===== src/rtl/ram_rd_pkg.sv =====
// Shared state type and default sizes for the RAM read path
// (burst reader, read-data stage and RAM-address stage).
package ram_rd_pkg;

    localparam int RD_SIZE_DATA = 8;
    localparam int RD_SIZE_ADDR = 8;
    localparam int RD_TIMEOUT   = 16;

    typedef enum logic [2:0] {
        ST_IDLE,
        ST_ISSUE,
        ST_WAIT,
        ST_OUT,
        ST_DONE
    } rd_state_e;

endpackage


===== src/rtl/ram_rd_timeout.sv =====
// WAIT watchdog: down-counter loaded on clear, counts while enabled,
// terminal count flags the final allowed wait cycle.
module ram_rd_timeout #(
    parameter int TIMEOUT = 16
) (
    input  logic i_clk,
    input  logic i_rst_n,
    input  logic i_clr,
    input  logic i_en,
    output logic o_tc
);

    localparam int CW = $clog2(TIMEOUT);
    localparam logic [CW-1:0] LOAD = CW'(TIMEOUT - 1);

    logic [CW-1:0] cnt;

    // Loaded with TIMEOUT-1 so that TIMEOUT wait cycles elapse before tc.
    always_ff @(posedge i_clk or negedge i_rst_n) begin
        if (!i_rst_n) begin
            cnt <= '0;
        end else if (i_clr) begin
            cnt <= LOAD;
        end else if (i_en && (cnt != '0)) begin
            cnt <= cnt - CW'(1);
        end
    end

    assign o_tc = (cnt == '0);

endmodule


===== src/rtl/ram_burst_reader.sv =====
// Burst read sequencer: issues one read per word, waits for the read-data
// stage, then streams each word out over valid/ready.
//
// state | meaning
// IDLE  | waiting for i_start
// ISSUE | o_rd_en pulse for the current address, watchdog cleared
// WAIT  | waiting for i_rd_valid, watchdog running
// OUT   | word presented on o_data/o_valid until i_ready
// DONE  | one-cycle o_done
module ram_burst_reader
    import ram_rd_pkg::*;
#(
    parameter int SIZE_DATA = RD_SIZE_DATA,
    parameter int SIZE_ADDR = RD_SIZE_ADDR,
    parameter int TIMEOUT   = RD_TIMEOUT
) (
    input  logic                 i_clk,
    input  logic                 i_rst_n,
    input  logic                 i_start,
    input  logic [SIZE_ADDR-1:0] i_base_addr,
    input  logic [SIZE_ADDR:0]   i_len,
    output logic                 o_rd_en,
    output logic [SIZE_ADDR-1:0] o_ram_addr,
    input  logic                 i_rd_valid,
    input  logic [SIZE_DATA-1:0] i_rd_data,
    output logic [SIZE_DATA-1:0] o_data,
    output logic                 o_valid,
    input  logic                 i_ready,
    output logic                 o_busy,
    output logic                 o_done,
    output logic                 o_err
);

    rd_state_e            state;
    rd_state_e            state_nxt;
    logic [SIZE_ADDR-1:0] addr_q;
    logic [SIZE_ADDR:0]   rem_q;
    logic [SIZE_DATA-1:0] data_q;
    logic                 err_q;
    logic                 tmo_clr;
    logic                 tmo_en;
    logic                 tmo_tc;

    ram_rd_timeout #(
        .TIMEOUT (TIMEOUT)
    ) u_timeout (
        .i_clk   (i_clk),
        .i_rst_n (i_rst_n),
        .i_clr   (tmo_clr),
        .i_en    (tmo_en),
        .o_tc    (tmo_tc)
    );

    always_ff @(posedge i_clk or negedge i_rst_n) begin
        if (!i_rst_n) begin
            state <= ST_IDLE;
        end else begin
            state <= state_nxt;
        end
    end

    // A read-valid arriving on the terminal wait cycle loses to the timeout.
    always_comb begin
        state_nxt = state;
        case (state)
            ST_IDLE: begin
                if (i_start) begin
                    state_nxt = (i_len == '0) ? ST_DONE : ST_ISSUE;
                end
            end
            ST_ISSUE: state_nxt = ST_WAIT;
            ST_WAIT: begin
                if (tmo_tc) begin
                    state_nxt = ST_DONE;
                end else if (i_rd_valid) begin
                    state_nxt = ST_OUT;
                end
            end
            ST_OUT: begin
                if (i_ready) begin
                    state_nxt = (rem_q == (SIZE_ADDR+1)'(1)) ? ST_DONE : ST_ISSUE;
                end
            end
            ST_DONE: state_nxt = ST_IDLE;
            default: state_nxt = ST_IDLE;
        endcase
    end

    always_comb begin
        o_rd_en = 1'b0;
        o_valid = 1'b0;
        o_done  = 1'b0;
        o_busy  = 1'b1;
        tmo_clr = 1'b0;
        tmo_en  = 1'b0;
        case (state)
            ST_IDLE:  o_busy = 1'b0;
            ST_ISSUE: begin
                o_rd_en = 1'b1;
                tmo_clr = 1'b1;
            end
            ST_WAIT:  tmo_en  = 1'b1;
            ST_OUT:   o_valid = 1'b1;
            ST_DONE:  o_done  = 1'b1;
            default:  o_busy  = 1'b1;
        endcase
    end

    always_ff @(posedge i_clk or negedge i_rst_n) begin
        if (!i_rst_n) begin
            addr_q <= '0;
            rem_q  <= '0;
            data_q <= '0;
            err_q  <= 1'b0;
        end else begin
            case (state)
                ST_IDLE: begin
                    if (i_start) begin
                        addr_q <= i_base_addr;
                        rem_q  <= i_len;
                        err_q  <= 1'b0;
                    end
                end
                ST_WAIT: begin
                    if (tmo_tc) begin
                        err_q <= 1'b1;
                    end else if (i_rd_valid) begin
                        data_q <= i_rd_data;
                    end
                end
                ST_OUT: begin
                    if (i_ready) begin
                        addr_q <= addr_q + SIZE_ADDR'(1);
                        rem_q  <= rem_q - (SIZE_ADDR+1)'(1);
                    end
                end
                default: ;
            endcase
        end
    end

    assign o_ram_addr = addr_q;
    assign o_data     = data_q;
    assign o_err      = err_q;

endmodule


===== config.mk =====
export PLATFORM = sky130hd
export DESIGN_NAME = ram_burst_reader
export DESIGN_NICKNAME = d
export VERILOG_FILES = /design/src/rtl/ram_rd_pkg.sv /design/src/rtl/ram_rd_timeout.sv /design/src/rtl/ram_burst_reader.sv
export SDC_FILE = /design/constraint.sdc
export NUM_CORES = 1
export LEC_CHECK = 0
export BUFFER_PORTS_ARGS = -buffer_cell sky130_fd_sc_hd__buf_2
export CORE_MARGIN = 3
export CORE_UTILIZATION = 47
export DETAILED_ROUTE_END_ITERATION = 6
export PLACE_DENSITY = 0.87
export SYNTH_ARGS = -nofsm -noshare
export SYNTH_HDL_FRONTEND = slang
export SYNTH_SLANG_ARGS = --single-unit

===== constraint.sdc =====
create_clock -name i_clk -period 1.8 [get_ports i_clk]
set_clock_uncertainty 0.05 [all_clocks]
set_input_delay 0.18 -clock i_clk [delete_from_list [all_inputs] [get_ports i_clk]]
set_output_delay 0.18 -clock i_clk [all_outputs]
set_load 0.1 [all_outputs]

==> run_summary.xml <==
<?xml version="1.0" encoding="UTF-8"?>
<metrics>
  <group name="logic_synthesis">
    <metric name="syn-mean-instance-area" unit="um2">9.45</metric>
    <metric name="postSynthRegisterBits" unit="">33</metric>
    <metric name="yosys.cell_types.count" unit="">48</metric>
    <metric name="yosys_warnings" unit="">0</metric>
    <metric name="cell_taking_the_most_area_after_synthesis" unit="">sky130_fd_sc_hd__dfrtp_1</metric>
    <metric name="post_synth_inst_count" unit="">193</metric>
    <metric name="ys_top_cells_by_area" unit="">sky130_fd_sc_hd__dfrtp_1 45%, sky130_fd_sc_hd__mux2_2 4.9%, sky130_fd_sc_hd__nand2_1 4.9%</metric>
    <metric name="synth-seq-area-share" unit="">0.453</metric>
    <metric name="post_synth_instance_area" unit="um2">1820</metric>
    <metric name="synth.top_cell.area_share" unit="">0.453</metric>
    <metric name="postSynthNetCount" unit="">227</metric>
  </group>
  <group name="sta">
    <metric name="final_period_minus_worst_setup_slack" unit="ns">1.76</metric>
    <metric name="slew_viol_final" unit="">0</metric>
    <metric name="worst_slew_pin_slew" unit="ns">0.741</metric>
    <metric name="finalCritPeriodShare" unit="">0.978</metric>
    <metric name="fmax" unit="MHz">568</metric>
    <metric name="grt_setup_unrepaired" unit="">true</metric>
    <metric name="relative_slew_margins" unit="">0.506</metric>
    <metric name="hold_viol" unit="">0</metric>
    <metric name="setup_tns" unit="ns">0</metric>
    <metric name="setup_viol" unit="">0</metric>
  </group>
  <group name="worst_setup_path">
    <metric name="required_time_of_the_critical_path" unit="ns">1.93</metric>
    <metric name="setup_slack_of_the_worst_register_to_register_path" unit="ns">0.04</metric>
    <metric name="critical_path.startpoint_type" unit="">flop</metric>
    <metric name="rr_startpoint" unit="">state[2]</metric>
    <metric name="worstSetupEndpointType" unit="">flop</metric>
    <metric name="critPathKind" unit="">reg2reg</metric>
    <metric name="worst_r2r_endpoint" unit="">rem_q[3]</metric>
    <metric name="arrival" unit="ns">1.89</metric>
    <metric name="worstPathMaxFanout" unit="">12</metric>
    <metric name="ff2ff_path_depth" unit="">6</metric>
  </group>
  <group name="grt">
    <metric name="overflow" unit="">0</metric>
    <metric name="antenna_found_initial" unit="">0</metric>
    <metric name="globalRouteTotalUtil" unit="">0.221</metric>
    <metric name="grt_start_max_net_pins" unit="">34</metric>
    <metric name="grt_pass1_vias" unit="">1688</metric>
    <metric name="grt_first_pass_wirelength" unit="mm">7.67</metric>
  </group>
  <group name="die">
    <metric name="starting_density_of_the_core" unit="">0.495</metric>
    <metric name="die-area" unit="um2">4660</metric>
    <metric name="design.core.area" unit="um2">3690</metric>
    <metric name="floorplan.die.height" unit="um">68.3</metric>
    <metric name="num_io_pins" unit="">51</metric>
    <metric name="fp-row-count" unit="">22</metric>
    <metric name="die_w" unit="um">68.3</metric>
  </group>
  <group name="placement">
    <metric name="numPlacedInstances" unit="">294</metric>
    <metric name="gp_congestion" unit="">0.978</metric>
    <metric name="postPlaceCellArea" unit="um2">2250</metric>
    <metric name="placement.io_buffers" unit="">50</metric>
    <metric name="detailedPlacementHpwl" unit="mm">3.26</metric>
  </group>
  <group name="route">
    <metric name="num_vias" unit="">1780</metric>
    <metric name="route.detailed.vias_per_inst" unit="">5.78</metric>
    <metric name="drc" unit="">0</metric>
    <metric name="drt_first_iter_violations" unit="">188</metric>
    <metric name="postRouteWirelength" unit="mm">4.71</metric>
    <metric name="routedWlPerCell" unit="um">15.3</metric>
    <metric name="remaining_number_of_nets_flagged_by_the_antenna_check_after_routing" unit="">0</metric>
    <metric name="drt_first_pass_iters" unit="">4</metric>
  </group>
  <group name="clock_tree">
    <metric name="numCtsBuffers" unit="">5</metric>
    <metric name="clock_sink_count" unit="">33</metric>
    <metric name="worst_skew_pair.late_latency" unit="ns">0.29</metric>
    <metric name="max-clock-path-buffers" unit="">2</metric>
    <metric name="cts_tree" unit="">done</metric>
    <metric name="clock_root_buffer" unit="">sky130_fd_sc_hd__clkbuf_8</metric>
    <metric name="cts_max_level" unit="">2</metric>
    <metric name="clk_pin_slew" unit="ns">0.08</metric>
  </group>
  <group name="final_layout">
    <metric name="drive_above_1_share" unit="">0.400</metric>
    <metric name="layout.cells.non_filler" unit="">308</metric>
    <metric name="final_core_utilization" unit="">0.670</metric>
    <metric name="fin_nets" unit="">293</metric>
    <metric name="n_antenna_cell" unit="">0</metric>
    <metric name="flow.area_growth_from_synthesis" unit="%">35.5</metric>
    <metric name="postLayoutCellArea" unit="um2">2470</metric>
  </group>
  <group name="worst_hold_path">
    <metric name="timing.hold.worst.class" unit="">in2reg</metric>
    <metric name="hold_path_startpoint" unit="">i_rd_data[0]</metric>
    <metric name="min_delay_worst_endpoint" unit="">o_data[0]</metric>
    <metric name="min_delay_path_depth" unit="">2</metric>
  </group>
  <group name="status">
    <metric name="status" unit="">finished, final reports clean</metric>
  </group>
  <group name="run">
    <metric name="drv_cap" unit="">0</metric>
  </group>
</metrics>
==> Yosys cell counts, drive strengths merged <==
cell,count
or4b,1
a22o,1
nor2,11
nor3b,3
a22oi,3
or4,1
and3,2
buf,8
xor2,1
a21oi,10
nand3,14
clkbuf,1
a311oi,1
o21ai,20
nand3b,3
nor2b,1
and2,2
o2bb2ai,3
a2bb2oi,5
a32oi,1
a31oi,3
nor3,3
nand2,24
o221a,1
nand2b,1
nand4b,1
a221o,1
o211ai,3
mux2,8
nor4,3
or3b,1
or3,1
xnor2,1
o22ai,4
and4b,1
ha,4
inv,8
dfrtp,33
==> cells in the final DEF, fill, tap and decap left out, types with 4 or more instances in the layout <==
cell / instances
sky130_fd_sc_hd__buf_2: 47
sky130_fd_sc_hd__dfrtp_1: 28
sky130_fd_sc_hd__nand2_1: 24
sky130_fd_sc_hd__buf_4: 14
sky130_fd_sc_hd__nand3_1: 13
sky130_fd_sc_hd__o21ai_1: 12
sky130_fd_sc_hd__nor2_1: 10
sky130_fd_sc_hd__a21oi_1: 9
sky130_fd_sc_hd__o21ai_0: 8
sky130_fd_sc_hd__mux2_2: 8
sky130_fd_sc_hd__inv_1: 6
sky130_fd_sc_hd__clkbuf_8: 5
sky130_fd_sc_hd__dfrtp_2: 5
sky130_fd_sc_hd__buf_12: 5
sky130_fd_sc_hd__o22ai_1: 4
sky130_fd_sc_hd__a2bb2oi_1: 4
==> worst max-delay path, stage by stage (launching register included) <==
cell,delay [ns]
sky130_fd_sc_hd__dfrtp_1,0.38
sky130_fd_sc_hd__buf_4,0.15
sky130_fd_sc_hd__or4b_4,0.50
sky130_fd_sc_hd__and2_4,0.24
sky130_fd_sc_hd__buf_4,0.15
sky130_fd_sc_hd__o21ai_1,0.11
sky130_fd_sc_hd__o21ai_1,0.07
==> metal layers <==
layer	vias up	share of wire	GRT usage
met5	-	0	0
met4	0	0.023	0.0670
met3	13	0.077	0.0542
met2	87	0.48	0.360
met1	833	0.42	0.288
li1	847	-	-
==> area by class of cell <==
cell class	instances	area [um2]
Timing Repair Buffer	68	462
Sequential cell	33	832
Clock inverter	3	46.3
Fill cell	294	1220
Inverter	8	32.5
Tap cell	48	60.1
Clock buffer	5	68.8
Multi-Input combinational cell	143	970
==> timing repair <==
item	in CTS	in global routing
gates resized for setup	7	7
endpoints found under the hold margin	33	0
endpoints found under the setup margin	3	13
pin swaps	0	1
buffers inserted	2	3
gates cloned	0	0
hold buffers	1	0
==> kinds of logic (layout without fill, tap and decap cells) <==
logic type,after synthesis,count (layout),share of synthesized area
AO/OA/AOI/OAI,56,56,0.199
XOR/XNOR,2,2,0.00960
adder cells (fa/ha/maj),4,4,0.0274
buffers and inverters,17,84,0.0439
flip-flops,33,33,0.453
multiplexers,8,8,0.0494
AND/OR/NAND/NOR,73,73,0.218
==> stage by stage <==
step	hold WS [ns]	worst slack (ns)
floorplan	-0.166	0.0238
detailed placement	0.234	0.0149
CTS	0.0680	0.00910
finish	0.0735	0.0394
global placement	0.223	0.0605
global route	0.0663	-0.00901
==> sequential cells by signal, indices dropped and copies added, names as in the netlist <==
name and cells:
o_err 1, u_timeout.cnt 4, o_data 8, state 3, o_ram_addr 8, rem_q 9
==> how the worst max path moves through the flow <==
stage | startpoint | slack (ns) | cells past startpoint | to
final | state[2] | 0.04 | 6 | rem_q[3]
after global routing | state[2] | -0.009 | 6 | o_ram_addr[0]
after CTS | u_timeout.cnt[0] | 0.009 | 6 | o_data[1]
after detailed placement | u_timeout.cnt[0] | 0.01 | 6 | o_data[7]
after global placement | u_timeout.cnt[0] | 0.06 | 6 | o_data[2]
after floorplan | o_ram_addr[5] | 0.02 | 4 | o_ram_addr[7]
Power is left out: the tool's default activity adds up to more than one toggle a clock period on the data nets, which glitch-free logic cannot reach.
